===== config.mk =====
export PLATFORM = sky130hd
export DESIGN_NAME = pipe_stage_regs_flat
export DESIGN_NICKNAME = d
export VERILOG_FILES = /design/src/rtl/pipe_stage_regs_pkg.sv /design/src/rtl/pipe_stage_regs_if.sv /design/src/rtl/pipe_stage_regs_pipe_reg.sv /design/src/rtl/pipe_stage_regs.sv /design/src/flat_wrapper.sv
export SDC_FILE = /design/constraint.sdc
export NUM_CORES = 1
export LEC_CHECK = 0
export ABC_AREA = 1
export BUFFER_PORTS_ARGS = -buffer_cell sky130_fd_sc_hd__buf_2
export CAP_MARGIN = 20
export CORE_AREA = 2 2 246 248
export CTS_BUF_LIST = sky130_fd_sc_hd__clkbuf_4
export DETAILED_ROUTE_END_ITERATION = 8
export DIE_AREA = 0 0 248 250
export PLACE_DENSITY = 0.56
export SLEW_MARGIN = 20
export SYNTH_ARGS = -nofsm -noshare
export SYNTH_HDL_FRONTEND = slang
export SYNTH_SLANG_ARGS = --single-unit
export TNS_END_PERCENT = 1

===== constraint.sdc =====
create_clock -name clk -period 27.3 [get_ports clk]
set_clock_uncertainty 0.2 [all_clocks]
set_input_delay 4.095 -clock clk [delete_from_list [all_inputs] [get_ports clk]]
set_output_delay 4.095 -clock clk [all_outputs]
set_load 0.02 [all_outputs]

===== src/rtl/pipe_stage_regs_pkg.sv =====
// Shared constants for the pipeline-register bank: MIPS opcode/funct fields,
// Tnew encodings, the bubble word and the Tnew encoder.
package pipe_stage_regs_pkg;

  localparam logic [31:0] PC_RESET_DEF = 32'h0000_3000;
  localparam logic [31:0] NOP          = 32'h0000_0000;

  localparam logic [5:0] OP_R   = 6'b000000;
  localparam logic [5:0] OP_ORI = 6'b001101;
  localparam logic [5:0] OP_LW  = 6'b100011;
  localparam logic [5:0] OP_SW  = 6'b101011;
  localparam logic [5:0] OP_BEQ = 6'b000100;
  localparam logic [5:0] OP_LUI = 6'b001111;
  localparam logic [5:0] OP_JAL = 6'b000011;

  localparam logic [5:0] FN_JR   = 6'b001000;
  localparam logic [5:0] FN_ADDU = 6'b100001;
  localparam logic [5:0] FN_SUBU = 6'b100011;

  localparam logic [1:0] TNEW_0 = 2'd0;
  localparam logic [1:0] TNEW_1 = 2'd1;
  localparam logic [1:0] TNEW_2 = 2'd2;

  // Cycles from E entry until the result exists; sll $0 (the bubble word) is R-type.
  function automatic logic [1:0] tnew_of(input logic [31:0] ir);
    logic [1:0] t;
    t = TNEW_0;
    case (ir[31:26])
      OP_LW:          t = TNEW_2;
      OP_R:           t = (ir[5:0] == FN_JR) ? TNEW_0 : TNEW_1;
      OP_ORI, OP_LUI: t = TNEW_1;
      default:        t = TNEW_0;
    endcase
    return t;
  endfunction

endpackage


===== src/rtl/pipe_stage_regs_if.sv =====
// Signal bundle between the stall controller/datapath (master) and the
// pipeline-register bank (slave).
interface pipe_stage_regs_if #(parameter int CNT_W = 16);
  logic              enPC, enD, FlushE;
  logic [31:0]       NPC, InstrF, RD1D, RD2D, EXTD, ALUE, RTE_fwd;
  logic [31:0]       PCF, IRD, PC4D;
  logic [31:0]       IRE, PC4E, RSE, RTE, EXTE;
  logic [31:0]       IRM, PC4M, ALUM, RTM;
  logic              validD, validE, validM;
  logic [1:0]        TnewE, TnewM;
  logic [CNT_W-1:0]  stall_cnt;
  logic              ctl_err;

  modport master (
    output enPC, enD, FlushE, NPC, InstrF, RD1D, RD2D, EXTD, ALUE, RTE_fwd,
    input  PCF, IRD, PC4D, IRE, PC4E, RSE, RTE, EXTE, IRM, PC4M, ALUM, RTM,
    input  validD, validE, validM, TnewE, TnewM, stall_cnt, ctl_err
  );

  modport slave (
    input  enPC, enD, FlushE, NPC, InstrF, RD1D, RD2D, EXTD, ALUE, RTE_fwd,
    output PCF, IRD, PC4D, IRE, PC4E, RSE, RTE, EXTE, IRM, PC4M, ALUM, RTM,
    output validD, validE, validM, TnewE, TnewM, stall_cnt, ctl_err
  );
endinterface


===== src/rtl/pipe_stage_regs_pipe_reg.sv =====
// Single pipeline field: async reset to RST_VAL, flush to zero wins over load enable.
module pipe_reg #(
  parameter int           W       = 32,
  parameter logic [W-1:0] RST_VAL = '0
) (
  input  logic         clk,
  input  logic         reset,
  input  logic         en,
  input  logic         flush,
  input  logic [W-1:0] d,
  output logic [W-1:0] q
);

  always_ff @(posedge clk or posedge reset) begin
    if (reset)      q <= RST_VAL;
    else if (flush) q <= '0;
    else if (en)    q <= d;
  end

endmodule


===== src/rtl/pipe_stage_regs.sv =====
// PC, F/D, D/E and E/M registers of the 5-stage core, with Tnew tagging,
// saturating stall counter and sticky enable-mismatch flag.
module pipe_stage_regs
  import pipe_stage_regs_pkg::*;
#(
  parameter logic [31:0] PC_RESET = PC_RESET_DEF,
  parameter int          CNT_W    = 16
) (
  input  logic            clk,
  input  logic            reset,
  pipe_stage_regs_if.slave bus
);

  localparam logic [CNT_W-1:0] CNT_ONE = {{(CNT_W-1){1'b0}}, 1'b1};

  logic [1:0]       tnew_e_d, tnew_m_d;
  logic [CNT_W-1:0] stall_cnt_q;
  logic             ctl_err_q;

  assign tnew_e_d = tnew_of(bus.IRD);
  assign tnew_m_d = (bus.TnewE == TNEW_0) ? TNEW_0 : bus.TnewE - 2'd1;

  // PC
  pipe_reg #(.W(32), .RST_VAL(PC_RESET)) u_pcf (.clk, .reset, .en(bus.enPC), .flush(1'b0), .d(bus.NPC), .q(bus.PCF));

  // F/D: holds when enD is low
  pipe_reg #(.W(32)) u_ird    (.clk, .reset, .en(bus.enD), .flush(1'b0), .d(bus.InstrF),        .q(bus.IRD));
  pipe_reg #(.W(32)) u_pc4d   (.clk, .reset, .en(bus.enD), .flush(1'b0), .d(bus.PCF + 32'd4),   .q(bus.PC4D));
  pipe_reg #(.W(1))  u_validd (.clk, .reset, .en(bus.enD), .flush(1'b0), .d(1'b1),              .q(bus.validD));

  // D/E: no hold path, loads or flushes every cycle
  pipe_reg #(.W(32)) u_ire    (.clk, .reset, .en(1'b1), .flush(bus.FlushE), .d(bus.IRD),    .q(bus.IRE));
  pipe_reg #(.W(32)) u_pc4e   (.clk, .reset, .en(1'b1), .flush(bus.FlushE), .d(bus.PC4D),   .q(bus.PC4E));
  pipe_reg #(.W(32)) u_rse    (.clk, .reset, .en(1'b1), .flush(bus.FlushE), .d(bus.RD1D),   .q(bus.RSE));
  pipe_reg #(.W(32)) u_rte    (.clk, .reset, .en(1'b1), .flush(bus.FlushE), .d(bus.RD2D),   .q(bus.RTE));
  pipe_reg #(.W(32)) u_exte   (.clk, .reset, .en(1'b1), .flush(bus.FlushE), .d(bus.EXTD),   .q(bus.EXTE));
  pipe_reg #(.W(1))  u_valide (.clk, .reset, .en(1'b1), .flush(bus.FlushE), .d(bus.validD), .q(bus.validE));
  pipe_reg #(.W(2))  u_tnewe  (.clk, .reset, .en(1'b1), .flush(bus.FlushE), .d(tnew_e_d),   .q(bus.TnewE));

  // E/M: always advances, so E drains into M even during a stall
  pipe_reg #(.W(32)) u_irm    (.clk, .reset, .en(1'b1), .flush(1'b0), .d(bus.IRE),     .q(bus.IRM));
  pipe_reg #(.W(32)) u_pc4m   (.clk, .reset, .en(1'b1), .flush(1'b0), .d(bus.PC4E),    .q(bus.PC4M));
  pipe_reg #(.W(32)) u_alum   (.clk, .reset, .en(1'b1), .flush(1'b0), .d(bus.ALUE),    .q(bus.ALUM));
  pipe_reg #(.W(32)) u_rtm    (.clk, .reset, .en(1'b1), .flush(1'b0), .d(bus.RTE_fwd), .q(bus.RTM));
  pipe_reg #(.W(1))  u_validm (.clk, .reset, .en(1'b1), .flush(1'b0), .d(bus.validE),  .q(bus.validM));
  pipe_reg #(.W(2))  u_tnewm  (.clk, .reset, .en(1'b1), .flush(1'b0), .d(tnew_m_d),    .q(bus.TnewM));

  always_ff @(posedge clk or posedge reset) begin
    if (reset) begin
      stall_cnt_q <= '0;
      ctl_err_q   <= 1'b0;
    end else begin
      if (!bus.enPC && stall_cnt_q != '1) stall_cnt_q <= stall_cnt_q + CNT_ONE;
      if (bus.enPC != bus.enD)            ctl_err_q   <= 1'b1;
    end
  end

  assign bus.stall_cnt = stall_cnt_q;
  assign bus.ctl_err   = ctl_err_q;

endmodule

===== src/flat_wrapper.sv =====
// flat-port wrapper written by rule: the top's interface ports become plain ports
module pipe_stage_regs_flat import pipe_stage_regs_pkg::*;
#(
  parameter logic [31:0] PC_RESET = PC_RESET_DEF,
  parameter int          CNT_W    = 16
)
  (clk, reset, bus_enPC, bus_enD, bus_FlushE, bus_NPC, bus_InstrF, bus_RD1D, bus_RD2D, bus_EXTD, bus_ALUE, bus_RTE_fwd, bus_PCF, bus_IRD, bus_PC4D, bus_IRE, bus_PC4E, bus_RSE, bus_RTE, bus_EXTE, bus_IRM, bus_PC4M, bus_ALUM, bus_RTM, bus_validD, bus_validE, bus_validM, bus_TnewE, bus_TnewM, bus_stall_cnt, bus_ctl_err);
  pipe_stage_regs_if #(.CNT_W(CNT_W)) bus_i ();
  input  logic clk;
  input  logic reset;
  input wire logic [$bits(bus_i.enPC)-1:0] bus_enPC;
  input wire logic [$bits(bus_i.enD)-1:0] bus_enD;
  input wire logic [$bits(bus_i.FlushE)-1:0] bus_FlushE;
  input wire logic [$bits(bus_i.NPC)-1:0] bus_NPC;
  input wire logic [$bits(bus_i.InstrF)-1:0] bus_InstrF;
  input wire logic [$bits(bus_i.RD1D)-1:0] bus_RD1D;
  input wire logic [$bits(bus_i.RD2D)-1:0] bus_RD2D;
  input wire logic [$bits(bus_i.EXTD)-1:0] bus_EXTD;
  input wire logic [$bits(bus_i.ALUE)-1:0] bus_ALUE;
  input wire logic [$bits(bus_i.RTE_fwd)-1:0] bus_RTE_fwd;
  output wire logic [$bits(bus_i.PCF)-1:0] bus_PCF;
  output wire logic [$bits(bus_i.IRD)-1:0] bus_IRD;
  output wire logic [$bits(bus_i.PC4D)-1:0] bus_PC4D;
  output wire logic [$bits(bus_i.IRE)-1:0] bus_IRE;
  output wire logic [$bits(bus_i.PC4E)-1:0] bus_PC4E;
  output wire logic [$bits(bus_i.RSE)-1:0] bus_RSE;
  output wire logic [$bits(bus_i.RTE)-1:0] bus_RTE;
  output wire logic [$bits(bus_i.EXTE)-1:0] bus_EXTE;
  output wire logic [$bits(bus_i.IRM)-1:0] bus_IRM;
  output wire logic [$bits(bus_i.PC4M)-1:0] bus_PC4M;
  output wire logic [$bits(bus_i.ALUM)-1:0] bus_ALUM;
  output wire logic [$bits(bus_i.RTM)-1:0] bus_RTM;
  output wire logic [$bits(bus_i.validD)-1:0] bus_validD;
  output wire logic [$bits(bus_i.validE)-1:0] bus_validE;
  output wire logic [$bits(bus_i.validM)-1:0] bus_validM;
  output wire logic [$bits(bus_i.TnewE)-1:0] bus_TnewE;
  output wire logic [$bits(bus_i.TnewM)-1:0] bus_TnewM;
  output wire logic [$bits(bus_i.stall_cnt)-1:0] bus_stall_cnt;
  output wire logic [$bits(bus_i.ctl_err)-1:0] bus_ctl_err;
  assign bus_i.enPC = bus_enPC;
  assign bus_i.enD = bus_enD;
  assign bus_i.FlushE = bus_FlushE;
  assign bus_i.NPC = bus_NPC;
  assign bus_i.InstrF = bus_InstrF;
  assign bus_i.RD1D = bus_RD1D;
  assign bus_i.RD2D = bus_RD2D;
  assign bus_i.EXTD = bus_EXTD;
  assign bus_i.ALUE = bus_ALUE;
  assign bus_i.RTE_fwd = bus_RTE_fwd;
  assign bus_PCF = bus_i.PCF;
  assign bus_IRD = bus_i.IRD;
  assign bus_PC4D = bus_i.PC4D;
  assign bus_IRE = bus_i.IRE;
  assign bus_PC4E = bus_i.PC4E;
  assign bus_RSE = bus_i.RSE;
  assign bus_RTE = bus_i.RTE;
  assign bus_EXTE = bus_i.EXTE;
  assign bus_IRM = bus_i.IRM;
  assign bus_PC4M = bus_i.PC4M;
  assign bus_ALUM = bus_i.ALUM;
  assign bus_RTM = bus_i.RTM;
  assign bus_validD = bus_i.validD;
  assign bus_validE = bus_i.validE;
  assign bus_validM = bus_i.validM;
  assign bus_TnewE = bus_i.TnewE;
  assign bus_TnewM = bus_i.TnewM;
  assign bus_stall_cnt = bus_i.stall_cnt;
  assign bus_ctl_err = bus_i.ctl_err;
  pipe_stage_regs #(.PC_RESET(PC_RESET), .CNT_W(CNT_W)) u_core (.clk(clk), .reset(reset), .bus(bus_i));
endmodule

==> reports/qor.yml, run 1 <==
critical_path:
  startpoint_type: "input port"
  crit_path_frequent_cell: "buf_4"
  cp_slowest_cell: "buf_4"
  endpoint_kind: "async pin"
  critPathBufInv: 4
  max_stage_delay_ns: 0.86
  path_max_fanout: 138
  criticalPathCategory: "in -> async"
  cp.required_ns: 27.91
  worstPathArrival_ns: 6.67
  crit_family: "buffers and inverters"
  worstPathCellList: "buf_2 -> inv_8 -> buf_4 -> buf_4"
clock_network:
  post_cts_buffers: 0
  cts_tree: "yes"
  cts_max_level: 3
  cts-resized-gates: 0
  clkLatencyLatePin_ns: 0.86
  root_buffer: "clkbuf_4"
  numCtsBuffers: 107
  clk_pin_slew_ns: 0.06
  numClockSinks: 408
  clockBufferDepth: 3
  ctsHoldBuffers: 0
timing:
  grt_setup_unrepaired: "no"
  hold_viol_final: 0
  relSlewSlack_pct: 36.30
  fmax_mhz: 165.0
  tightest_slew_ns: 0.9555
  fin_crit_sh_pct: 22.20
  slew_violations: 0
  setup_viol: 0
  fin_setup_tns_ns: 0
  period_minus_slack_ns: 6.061
synth:
  synth-edff-count: 0
  syn_inst: 1300
  syn_nets: 1531
  synth_ff_type: "dfrtp_1"
  synth_cell_types: 31
  synthArstFlopShare_pct: 100.0
  netlist_area_sq_um: 13950
  yosysSeqAreaShare_pct: 73.20
  synth_warnings: 0
  syn_avg_cell_area_sq_um: 10.73
  synth-seq-cells: 408
route:
  vias: 11350
  drt_iter0_drc: 512
  wl_per_cell_microns: 16.04
  drt-pass1-iter-count: 5
  drc: 0
  route.antenna.remaining_nets: 0
  post_drt_via_cell_ratio: 3.956
  wirelength_microns: 46030
floorplan:
  die_x_microns: 248
  die_h_microns: 250
  rows: 90
  start_util_pct: 23.42
  dieArea_sq_um: 62000
  core_region_area_sq_um: 59570
  io_pins: 637
grt:
  grt_pass1_vias: 11780
  grt_usage_pct: 14.38
  overflow: 0
  grt_max_degree: 139
  grt_pass1_wl_microns: 67600
  antenna_found_initial: 7
cells_and_area:
  finish.utilization_pct: 32.46
  drive_gt1_share_pct: 39.80
  nets: 2241
  area_growth_pct: 38.57
  nFillCells: 6218
pwr:
  ir_drop_mv: 0.03350
  p_leak_nw: 10.91
  p_per_area_nw_per_um2: 72.29
min_path:
  hp-class: "reg -> reg"
flow_run:
  maxCapViolations: 0
placement:
  globalplace.congestion: 0.8651
  dpl.hpwl_microns: 34830
  port_buffers: 636
outcome:
  outcome: "complete, no violations"
path summary, 6_finish.rpt:
check,from,to,slack (ns),cells after the start
setup / recovery,reset,u_core.u_exte.q[1],21.24,4
hold / removal,u_core.u_ire.q[7],u_core.u_irm.q[7],0.12,0
setup reg to reg,u_core.u_pcf.q[2],u_core.u_pc4d.q[16],25.30,8
hold reg to reg,u_core.u_ire.q[7],u_core.u_irm.q[7],0.12,0
max in group clk,u_core.u_pcf.q[13],bus_PCF[13],21.40,1
min in group asynchronous,reset,u_core.u_rtm.q[15],3.22,2
state kept, by name (all words and copies together), names as in the netlist, 16 cells and up:
register              cells
u_core.u_pcf.q           32
u_core.u_irm.q           32
u_core.u_rtm.q           32
u_core.u_alum.q          32
u_core.u_exte.q          32
u_core.bus.stall_cnt     16
u_core.u_ird.q           32
u_core.u_rse.q           32
u_core.u_pc4d.q          32
u_core.u_pc4e.q          32
u_core.u_pc4m.q          32
u_core.u_ire.q           32
u_core.u_rte.q           32
power breakdown:
| part | leakage (nW) | switching [mW] | total, mW | internal, mW |
|---|---|---|---|---|
| Sequential | 5.15 | 0.0321 | 0.681 | 0.649 |
| Combinational | 4.98 | 0.136 | 0.197 | 0.0617 |
| Clock | 0.783 | 0.252 | 0.519 | 0.267 |
| Total | 10.9 | 0.420 | 1.40 | 0.978 |
kinds of logic (layout without fill, tap and decap cells):
logic type / Yosys count / after routing / synth area share (%)
AO/OA/AOI/OAI: 98 / 98 / 3.641
XOR/XNOR: 13 / 13 / 0.8161
adder cells (fa/ha/maj): 2 / 2 / 0.1793
buffers and inverters: 253 / 1036 / 7.049
flip-flops: 408 / 408 / 73.20
other: 0 / 4 / 0
AND/OR/NAND/NOR: 526 / 526 / 15.12
synthesized netlist by cell type, types with 2 or more instances:
library cell	n	area [sq um]
nand2_1	245	919.6
buf_2	6	30.03
nor2_1	216	810.8
o21ai_0	82	410.4
a21oi_1	2	10.01
nand4_1	7	43.79
ha_1	2	25.02
buf_4	2	15.01
nand2_2	3	18.77
o21ai_1	6	30.03
nand3_1	43	215.2
dfrtp_1	406	10160
dfstp_2	2	52.55
buf_6	2	22.52
clkbuf_1	32	120.1
inv_2	2	7.510
inv_1	207	777.0
o21ai_2	3	26.28
o22ai_1	3	18.77
xnor2_1	11	96.34
xor2_1	2	17.52
a31oi_1	2	12.51
nor2_2	6	37.54
layer usage:
metal,routed length [microns],track usage (%),up-vias
li1,-,-,5377
met1,17420,15.69,5432
met2,23490,25.14,452
met3,3491,3.957,88
met4,1614,7.665,2
met5,12,0,-
layout make-up:
cell class / instances / area (sq um) / area share, %
Tap cell: 782 / 978.4 / 5.061
Clock buffer: 152 / 1141 / 5.902
Inverter: 211 / 803.3 / 4.155
Multi-Input combinational cell: 639 / 2756 / 14.26
Clock inverter: 30 / 187.7 / 0.9708
Timing Repair Buffer: 643 / 3244 / 16.78
Sequential cell: 408 / 10210 / 52.82
Antenna cell: 4 / 10.01 / 0.05177
worst register-to-register path, stage by stage (launching register included):
cell     delay, ns
dfrtp_1       0.45
ha_1          0.20
nand2_1       0.10
nor2_4        0.17
nand2_1       0.13
nor2_1        0.32
nand2_1       0.09
nand3_1       0.12
o21ai_0       0.10
per-stage QoR:
stage	instances	setup slack [ns]	instance area [sq um]	hold slack, ns	power [mW]
after CTS	2865	21.26	19320	0.1164	1.427
after floorplan	1300	11.66	13950	0.2650	0.7971
final	2869	21.24	19330	0.1238	1.398
after global routing	2869	20.90	19330	0.1365	1.478
after detailed placement	2683	20.28	17990	0.1542	0.8934
after global placement	2683	20.39	17990	0.1556	0.8904
cells in the final DEF (no fill, tap or decap), drive strengths merged:
master / Yosys / final
diode: 0 / 4
nand2: 250 / 250
nand3: 44 / 44
xnor2: 11 / 11
clkinvlp: 0 / 2
clkbuf: 32 / 152
a31oi: 2 / 2
inv: 210 / 214
bufinv: 0 / 1
a21oi: 2 / 2
xor2: 2 / 2
dfstp: 2 / 2
o22ai: 3 / 3
nor4: 1 / 1
clkinv: 1 / 24
nand4: 7 / 7
nor2: 223 / 223
dfrtp: 406 / 406
o21ai: 91 / 91
buf: 10 / 643
nor3: 1 / 1
ha: 2 / 2
No activity file was read; power rests on OpenSTA's default activity.
==> run 2: changes to the inputs <==
PLACE_DENSITY = 0.57   (was 0.56)
clock period = 5.1 ns   (was 27.3 ns; I/O delays follow)
==> run 2 against run 1 <==
Wire length increased by 11%. Flip-flop and latch count stayed put. Non-clock buffer count up 231. Highest routed layer unchanged. Cell area grew 12%. Via count increased by 9.9%. Die area unchanged. Largest power group unchanged. Global-route usage grew 1.6 points. Clock power grew to 5.5 times the previous value.
==> reports/qor.yml, run 2 (synthesis results as in run 1) <==
floorplan:
  core_region_area_sq_um: 59570
  dieArea_sq_um: 62000
  rows: 90
  io_pins: 637
  start_util_pct: 23.42
  die_x_microns: 248
  die_h_microns: 250
pwr:
  p_per_area_nw_per_um2: 356.2
  p_leak_nw: 11.92
  power_mw: 7.735
  ir_drop_mv: 0.1820
grt:
  grt_usage_pct: 16.01
  grt_pass1_vias: 13080
  grt_pass1_wl_microns: 75530
  antenna_found_initial: 7
  grt_max_degree: 123
  overflow: 0
flow_run:
  maxCapViolations: 0
route:
  wl_per_cell_microns: 16.51
  wl_met1_microns: 19270
  highest_layer: "met5"
  wl_met2_microns: 26400
  post_drt_via_cell_ratio: 4.019
  drt-pass1-iter-count: 7
  vias: 12470
  wirelength_microns: 51240
  dr_wl_met3_microns: 3959
  route.antenna.remaining_nets: 0
  drc: 0
  drt_iter0_drc: 554
critical_path:
  worst_r2r_path_depth: 8
  critPathBufInv: 1
  cp.required_ns: 4.14
  max_stage_delay_ns: 0.57
  path_depth: 1
  crit_family: "flip-flops"
  path_max_fanout: 5
  startpoint_type: "register"
  cp_slowest_cell: "dfstp_2"
  worstPathArrival_ns: 1.57
  endpoint_kind: "output port"
  criticalPathCategory: "reg -> out"
  worstPathCellList: "buf_2"
clock_network:
  numClockSinks: 408
  post_cts_buffers: 0
  root_buffer: "clkbuf_4"
  clockBufferDepth: 3
  cts_tree: "yes"
  numCtsBuffers: 108
  cts_max_level: 3
  clk_pin_slew_ns: 0.06
  clkLatencyLatePin_ns: 0.86
timing:
  grt_setup_unrepaired: "no"
  fin_crit_sh_pct: 49.67
  hold_viol_final: 0
  slew_violations: 0
  relSlewSlack_pct: 35.79
  worst_slack_ns: 2.567
  setup_viol: 0
  hold_slack_ns: 0.1296
  tightest_slew_ns: 0.9611
  period_minus_slack_ns: 2.533
  fmax_mhz: 394.7
cells_and_area:
  finish.utilization_pct: 36.45
  stdcell_count: 3104
  final_common_cell: "buf_2"
  layout_common_cells: "634 x buf_2, 406 x dfrtp_1, 245 x nand2_1, 226 x dlygate4sd3_1, 216 x nor2_1"
  nets: 2473
  drive_gt1_share_pct: 36.21
  area_growth_pct: 55.62
min_path:
  min_path_cells: 2
  hp-class: "in -> reg"
placement:
  port_buffers: 636
  dpl.hpwl_microns: 36330
  placed_cells: 2688
  globalplace.congestion: 0.8705
  dpl_worst_slack_ns: 2.545
outcome:
  outcome: "complete, no violations"
==> run 2: timing repair <==
action	in CTS	in global routing
endpoints found under the hold margin	250	0
gates resized for setup	0	0
setup endpoints to repair	0	0
hold buffers	226	0
==> run 2: report_power, final <==
part | internal, mW | switching [mW]
registers | 3.47 | 0.177
clock network | 1.49 | 1.37
logic | 0.449 | 0.775
==> run 2: cell type report <==
class                           count  area (sq um)
Antenna cell                        5         12.51
Clock buffer                      153          1149
Clock inverter                     32         222.7
Fill cell                        5963         37860
Inverter                          211         799.5
Multi-Input combinational cell    639          2756
Sequential cell                   408         10210
Tap cell                          782         978.4
Timing Repair Buffer              874          5582
==> run 2: path summary, 6_finish.rpt <==
| check | start | to | slack (ns) |
|---|---|---|---|
| max in group asynchronous | reset | u_core.u_pc4d.q[27] | 3.06 |
| max reg2reg | u_core.u_pcf.q[2] | u_core.u_pc4d.q[12] | 3.07 |
| min in group asynchronous | reset | u_core.u_rte.q[21] | 0.48 |
| min | bus_FlushE | u_core.u_exte.q[13] | 0.13 |
| min reg2reg | u_core.u_ire.q[3] | u_core.u_irm.q[3] | 0.14 |
| max | u_core.u_pcf.q[13] | bus_PCF[13] | 2.57 |
==> run 2: layer usage <==
metal | vias to the layer above | track usage (%)
li1 | 5867 | -
met1 | 6022 | 17.63
met2 | 492 | 28.44
met3 | 91 | 4.183
met4 | 2 | 7.545
met5 | - | 0
==> run 2: through the flow <==
step                      area [sq um]  TNS, ns
after floorplan                  13960  -552.58
after global placement           18070        0
after detailed placement         18070        0
after CTS                        21700        0
after global routing             21710        0
final                            21710        0
==> run 3: changes to the inputs <==
ABC_AREA = 0   (was 1)
CORE_AREA = 2 2 248 250   (was 2 2 246 248)
DIE_AREA = 0 0 250 252   (was 0 0 248 250)
PLACE_DENSITY = 0.56   (was 0.57)
clock period = 2.05 ns   (was 5.1 ns; I/O delays follow)
==> run 3 against run 2 <==
The run now fails in 4_1_cts. Synthesized cell count shrank 33%. Synthesized area down 4.3%.
==> reports/qor.yml, run 3 <==
clock_network:
  post_cts_buffers: 2
  root_buffer: "clkbuf_4"
  clockBufferDepth: 3
  numCtsBuffers: 108
  cts-resized-gates: 198
  ctsHoldBuffers: 505
  cts_max_level: 3
  numClockSinks: 408
synth:
  synthTopCellsByArea: "dfrtp_1 76%, nor2b_1 7.5%, mux2_2 5.6%"
  yosys-top-cells-count: "406 x dfrtp_1, 161 x nor2b_1, 66 x mux2_2"
  synth_ff_type: "dfrtp_1"
  synth_top_area_share_pct: 76.06
  yosys.area.top_type: "dfrtp_1"
  yosysSeqAreaShare_pct: 76.45
  synth_most_common_cell: "dfrtp_1"
  synthArstFlopShare_pct: 100.0
  synth-edff-count: 0
  syn_inst: 876
  netlist_area_sq_um: 13360
  syn_avg_cell_area_sq_um: 15.25
  synth_warnings: 0
  syn_nets: 1107
  synth_cell_types: 37
  synth-seq-cells: 408
outcome:
  error: "[ERROR RSZ-0060] Max buffer count reached."
  stop_stage: "4_1_cts"
  outcome: "aborted with a tool error"
placement:
  placed_cells: 2317
  dpl.hpwl_microns: 34560
  globalplace.congestion: 0.8538
  port_buffers: 636
floorplan:
  die_h_microns: 252
  die_x_microns: 250
  io_pins: 637
  rows: 90
  start_util_pct: 22.21
[run 3: changes by cell type after synthesis, sizes merged, moves of 6 or more]
cell | previous run | this run
o21ai | 91 | 4
nor2 | 223 | 40
nand3 | 44 | 21
a21oi | 2 | 28
nand2 | 250 | 19
clkbuf | 32 | 24
mux2 | 0 | 66
inv | 210 | 9
nand4 | 7 | 13
xor2 | 2 | 24
nor2b | 0 | 161
[run 3: stage by stage]
step                setup TNS [ns]  cell area, sq um  util, %  setup slack [ns]
floorplan                 -1610.01             13360        -            -3.954
global placement                 0             17920    29.80           0.09257
detailed placement               0             17920    29.80           0.07802
[run 3: kinds of logic after synthesis]
| kind of cell | count (synthesis) | synth area share [%] |
|---|---|---|
| AO/OA/AOI/OAI | 39 | 1.574 |
| XOR/XNOR | 40 | 2.623 |
| flip-flops | 408 | 76.45 |
| adder cells (fa/ha/maj) | 2 | 0.1873 |
| buffers and inverters | 43 | 1.283 |
| AND/OR/NAND/NOR | 277 | 12.24 |
| multiplexers | 67 | 5.639 |
==> run 4: changes to the inputs <==
CORE_AREA = not set   (was 2 2 248 250)
CORE_UTILIZATION = 20   (was not set)
CTS_BUF_LIST = not set   (was sky130_fd_sc_hd__clkbuf_4)
DIE_AREA = not set   (was 0 0 250 252)
PLACE_DENSITY = not set   (was 0.56)
PLACE_DENSITY_LB_ADDON = 0.15   (was not set)
clock period = 2.65 ns   (was 2.05 ns; I/O delays follow)
==> run 4 against run 3 <==
The flow now finishes without violations. Synthesized area did not move. Synthesized cell count did not move.
==> reports/qor.yml, run 4 <==
outcome:
  outcome: "complete, no violations"
pwr:
  power_mw: 16.29
  p_per_area_nw_per_um2: 752.6
  p_leak_nw: 10.66
  ir_drop_mv: 0.4397
timing:
  fmax_mhz: 459.3
  fin_setup_tns_ns: 0
  period_minus_slack_ns: 2.177
  relSlewSlack_pct: 37.71
  hold_viol_final: 0
  setup_viol: 0
  slew_violations: 0
  tightest_slew_ns: 0.9325
  hold_slack_ns: 0.1083
  fin_crit_sh_pct: 82.15
  worst_slack_ns: 0.4730
  grt_setup_unrepaired: "no"
floorplan:
  rows: 94
  die_x_microns: 260.4
  dieArea_sq_um: 67830
  core_region_area_sq_um: 65860
  io_pins: 637
  die_h_microns: 260.4
  start_util_pct: 20.28
synth:
  synth_top_area_share_pct: 76.06
  synthTopCellsByArea: "dfrtp_1 76%, nor2b_1 7.5%, mux2_2 5.6%"
  yosysSeqAreaShare_pct: 76.45
  synth_cell_types: 37
  synth_most_common_cell: "dfrtp_1"
  yosys.area.top_type: "dfrtp_1"
  synth-edff-count: 0
  netlist_area_sq_um: 13360
  synth_warnings: 0
  syn_nets: 1107
  yosys-top-cells-count: "406 x dfrtp_1, 161 x nor2b_1, 66 x mux2_2"
  synth_ff_type: "dfrtp_1"
  syn_avg_cell_area_sq_um: 15.25
  synthArstFlopShare_pct: 100.0
  syn_inst: 876
  synth-seq-cells: 408
cells_and_area:
  layout_common_cells: "634 x buf_2, 406 x dfrtp_1, 225 x dlygate4sd3_1, 161 x nor2b_1, 66 x mux2_2"
  nets: 2010
  drive_gt1_share_pct: 44.91
  finish.utilization_pct: 32.87
  area_growth_pct: 62.05
  final_common_cell: "buf_2"
critical_path:
  reg2reg_to: "u_core.u_pc4d.q[28]"
  r2r_slack_ns: 0.47
  reg2reg_from: "u_core.u_pcf.q[2]"
  criticalPathCategory: "reg -> reg"
  cp.required_ns: 2.87
  worstPathArrival_ns: 2.40
  crit_start: "u_core.u_pcf.q[2]"
  endpoint_kind: "register"
  startpoint_type: "register"
  critPathCapture: "u_core.u_pc4d.q[28]"
  path_max_fanout: 6
  worst_r2r_path_depth: 6
clock_network:
  clkLatencyLatePin_ns: 0.58
  cts_max_level: 2
  numCtsBuffers: 49
  clk_pin_slew_ns: 0.06
  clockBufferDepth: 3
  numClockSinks: 408
  post_cts_buffers: 0
  root_buffer: "clkbuf_16"
  cts_tree: "yes"
grt:
  antenna_found_initial: 2
  grt_usage_pct: 13.28
  overflow: 0
  grt_max_degree: 82
  grt_pass1_vias: 10680
  grt_pass1_wl_microns: 67970
route:
  post_drt_via_cell_ratio: 3.746
  vias: 10050
  drt_iter0_drc: 453
  drt-pass1-iter-count: 4
  route.antenna.remaining_nets: 0
  wirelength_microns: 46930
  wl_per_cell_microns: 17.50
  drc: 0
min_path:
  hp-class: "in -> reg"
placement:
  port_buffers: 636
  dpl.hpwl_microns: 34100
  globalplace.congestion: 0.7519
  dpl_worst_slack_ns: 0.4219
flow_run:
  maxCapViolations: 0
run 4: cell counts after synthesis:
Identical to the previous run, type by type.
run 4: per-stage QoR:
| step | instances | area (sq um) |
|---|---|---|
| after global routing | 2681 | 21640 |
| final | 2682 | 21650 |
| after global placement | 2367 | 17800 |
| after detailed placement | 2367 | 17800 |
| after CTS | 2681 | 21640 |
| after floorplan | 876 | 13360 |
run 4: how the worst min path moves through the flow:
stage	from	endpoint	slack (ns)	cells after the start
3_5_place_dp	u_core.u_ire.q[20]	u_core.u_irm.q[20]	0.16	0
4_1_cts	bus_enPC	u_core.u_pcf.q[22]	0.07	3
6_report	bus_enPC	u_core.u_pcf.q[22]	0.11	3
3_3_place_gp	u_core.u_ire.q[11]	u_core.u_irm.q[11]	0.16	0
5_1_grt	bus_enPC	u_core.u_pcf.q[23]	0.13	2
2_1_floorplan	bus_ALUE[0]	u_core.u_alum.q[0]	0.23	0
run 4: area by class of cell:
| class | count | area [sq um] |
|---|---|---|
| Antenna cell | 1 | 2.502 |
| Timing Repair Buffer | 886 | 5744 |
| Tap cell | 864 | 1081 |
| Multi-Input combinational cell | 425 | 2974 |
| Clock buffer | 69 | 1381 |
| Sequential cell | 408 | 10210 |
| Clock inverter | 20 | 214.0 |
| Inverter | 9 | 37.54 |
| Fill cell | 6745 | 44220 |
run 4: timing repair:
action / CTS / global route
gates resized for setup: 0 / 0
endpoints found under the hold margin: 228 / 0
hold buffers: 225 / 0
run 4: logic make-up after synthesis:
group	Yosys count	share of synthesized area (%)
simple gates	277	12.24
mux	67	5.639
flops	408	76.45
fa+ha+maj	2	0.1873
compound gates	39	1.574
xor+xnor	40	2.623
buf+inv	43	1.283
run 4: layer usage:
metal | GRT usage [%] | part of all wire [%] | vias to the layer above | wire length [microns]
met5 | 0 | 0.049 | - | 23
met4 | 4.370 | 2.6 | 4 | 1233
met3 | 4.108 | 8.0 | 82 | 3767
met2 | 23.74 | 51 | 373 | 24160
met1 | 14.91 | 38 | 4908 | 17750
li1 | - | - | 4680 | -
run 4: where the power goes:
group / switching (mW) / internal, mW / leakage (nW)
registers: 0.372 / 6.74 / 5.04
clock network: 2.77 / 3.95 / 0.786
logic: 1.45 / 1.01 / 4.83
total: 4.59 / 11.7 / 10.7
run 4: critical path, stage by stage (launching register included):
cell and delay [ns]:
dfrtp_1 0.45, ha_1 0.22, nand3_1 0.27, nor4_4 0.46
nand4_1 0.17, xor2_1 0.16, a21oi_1 0.08
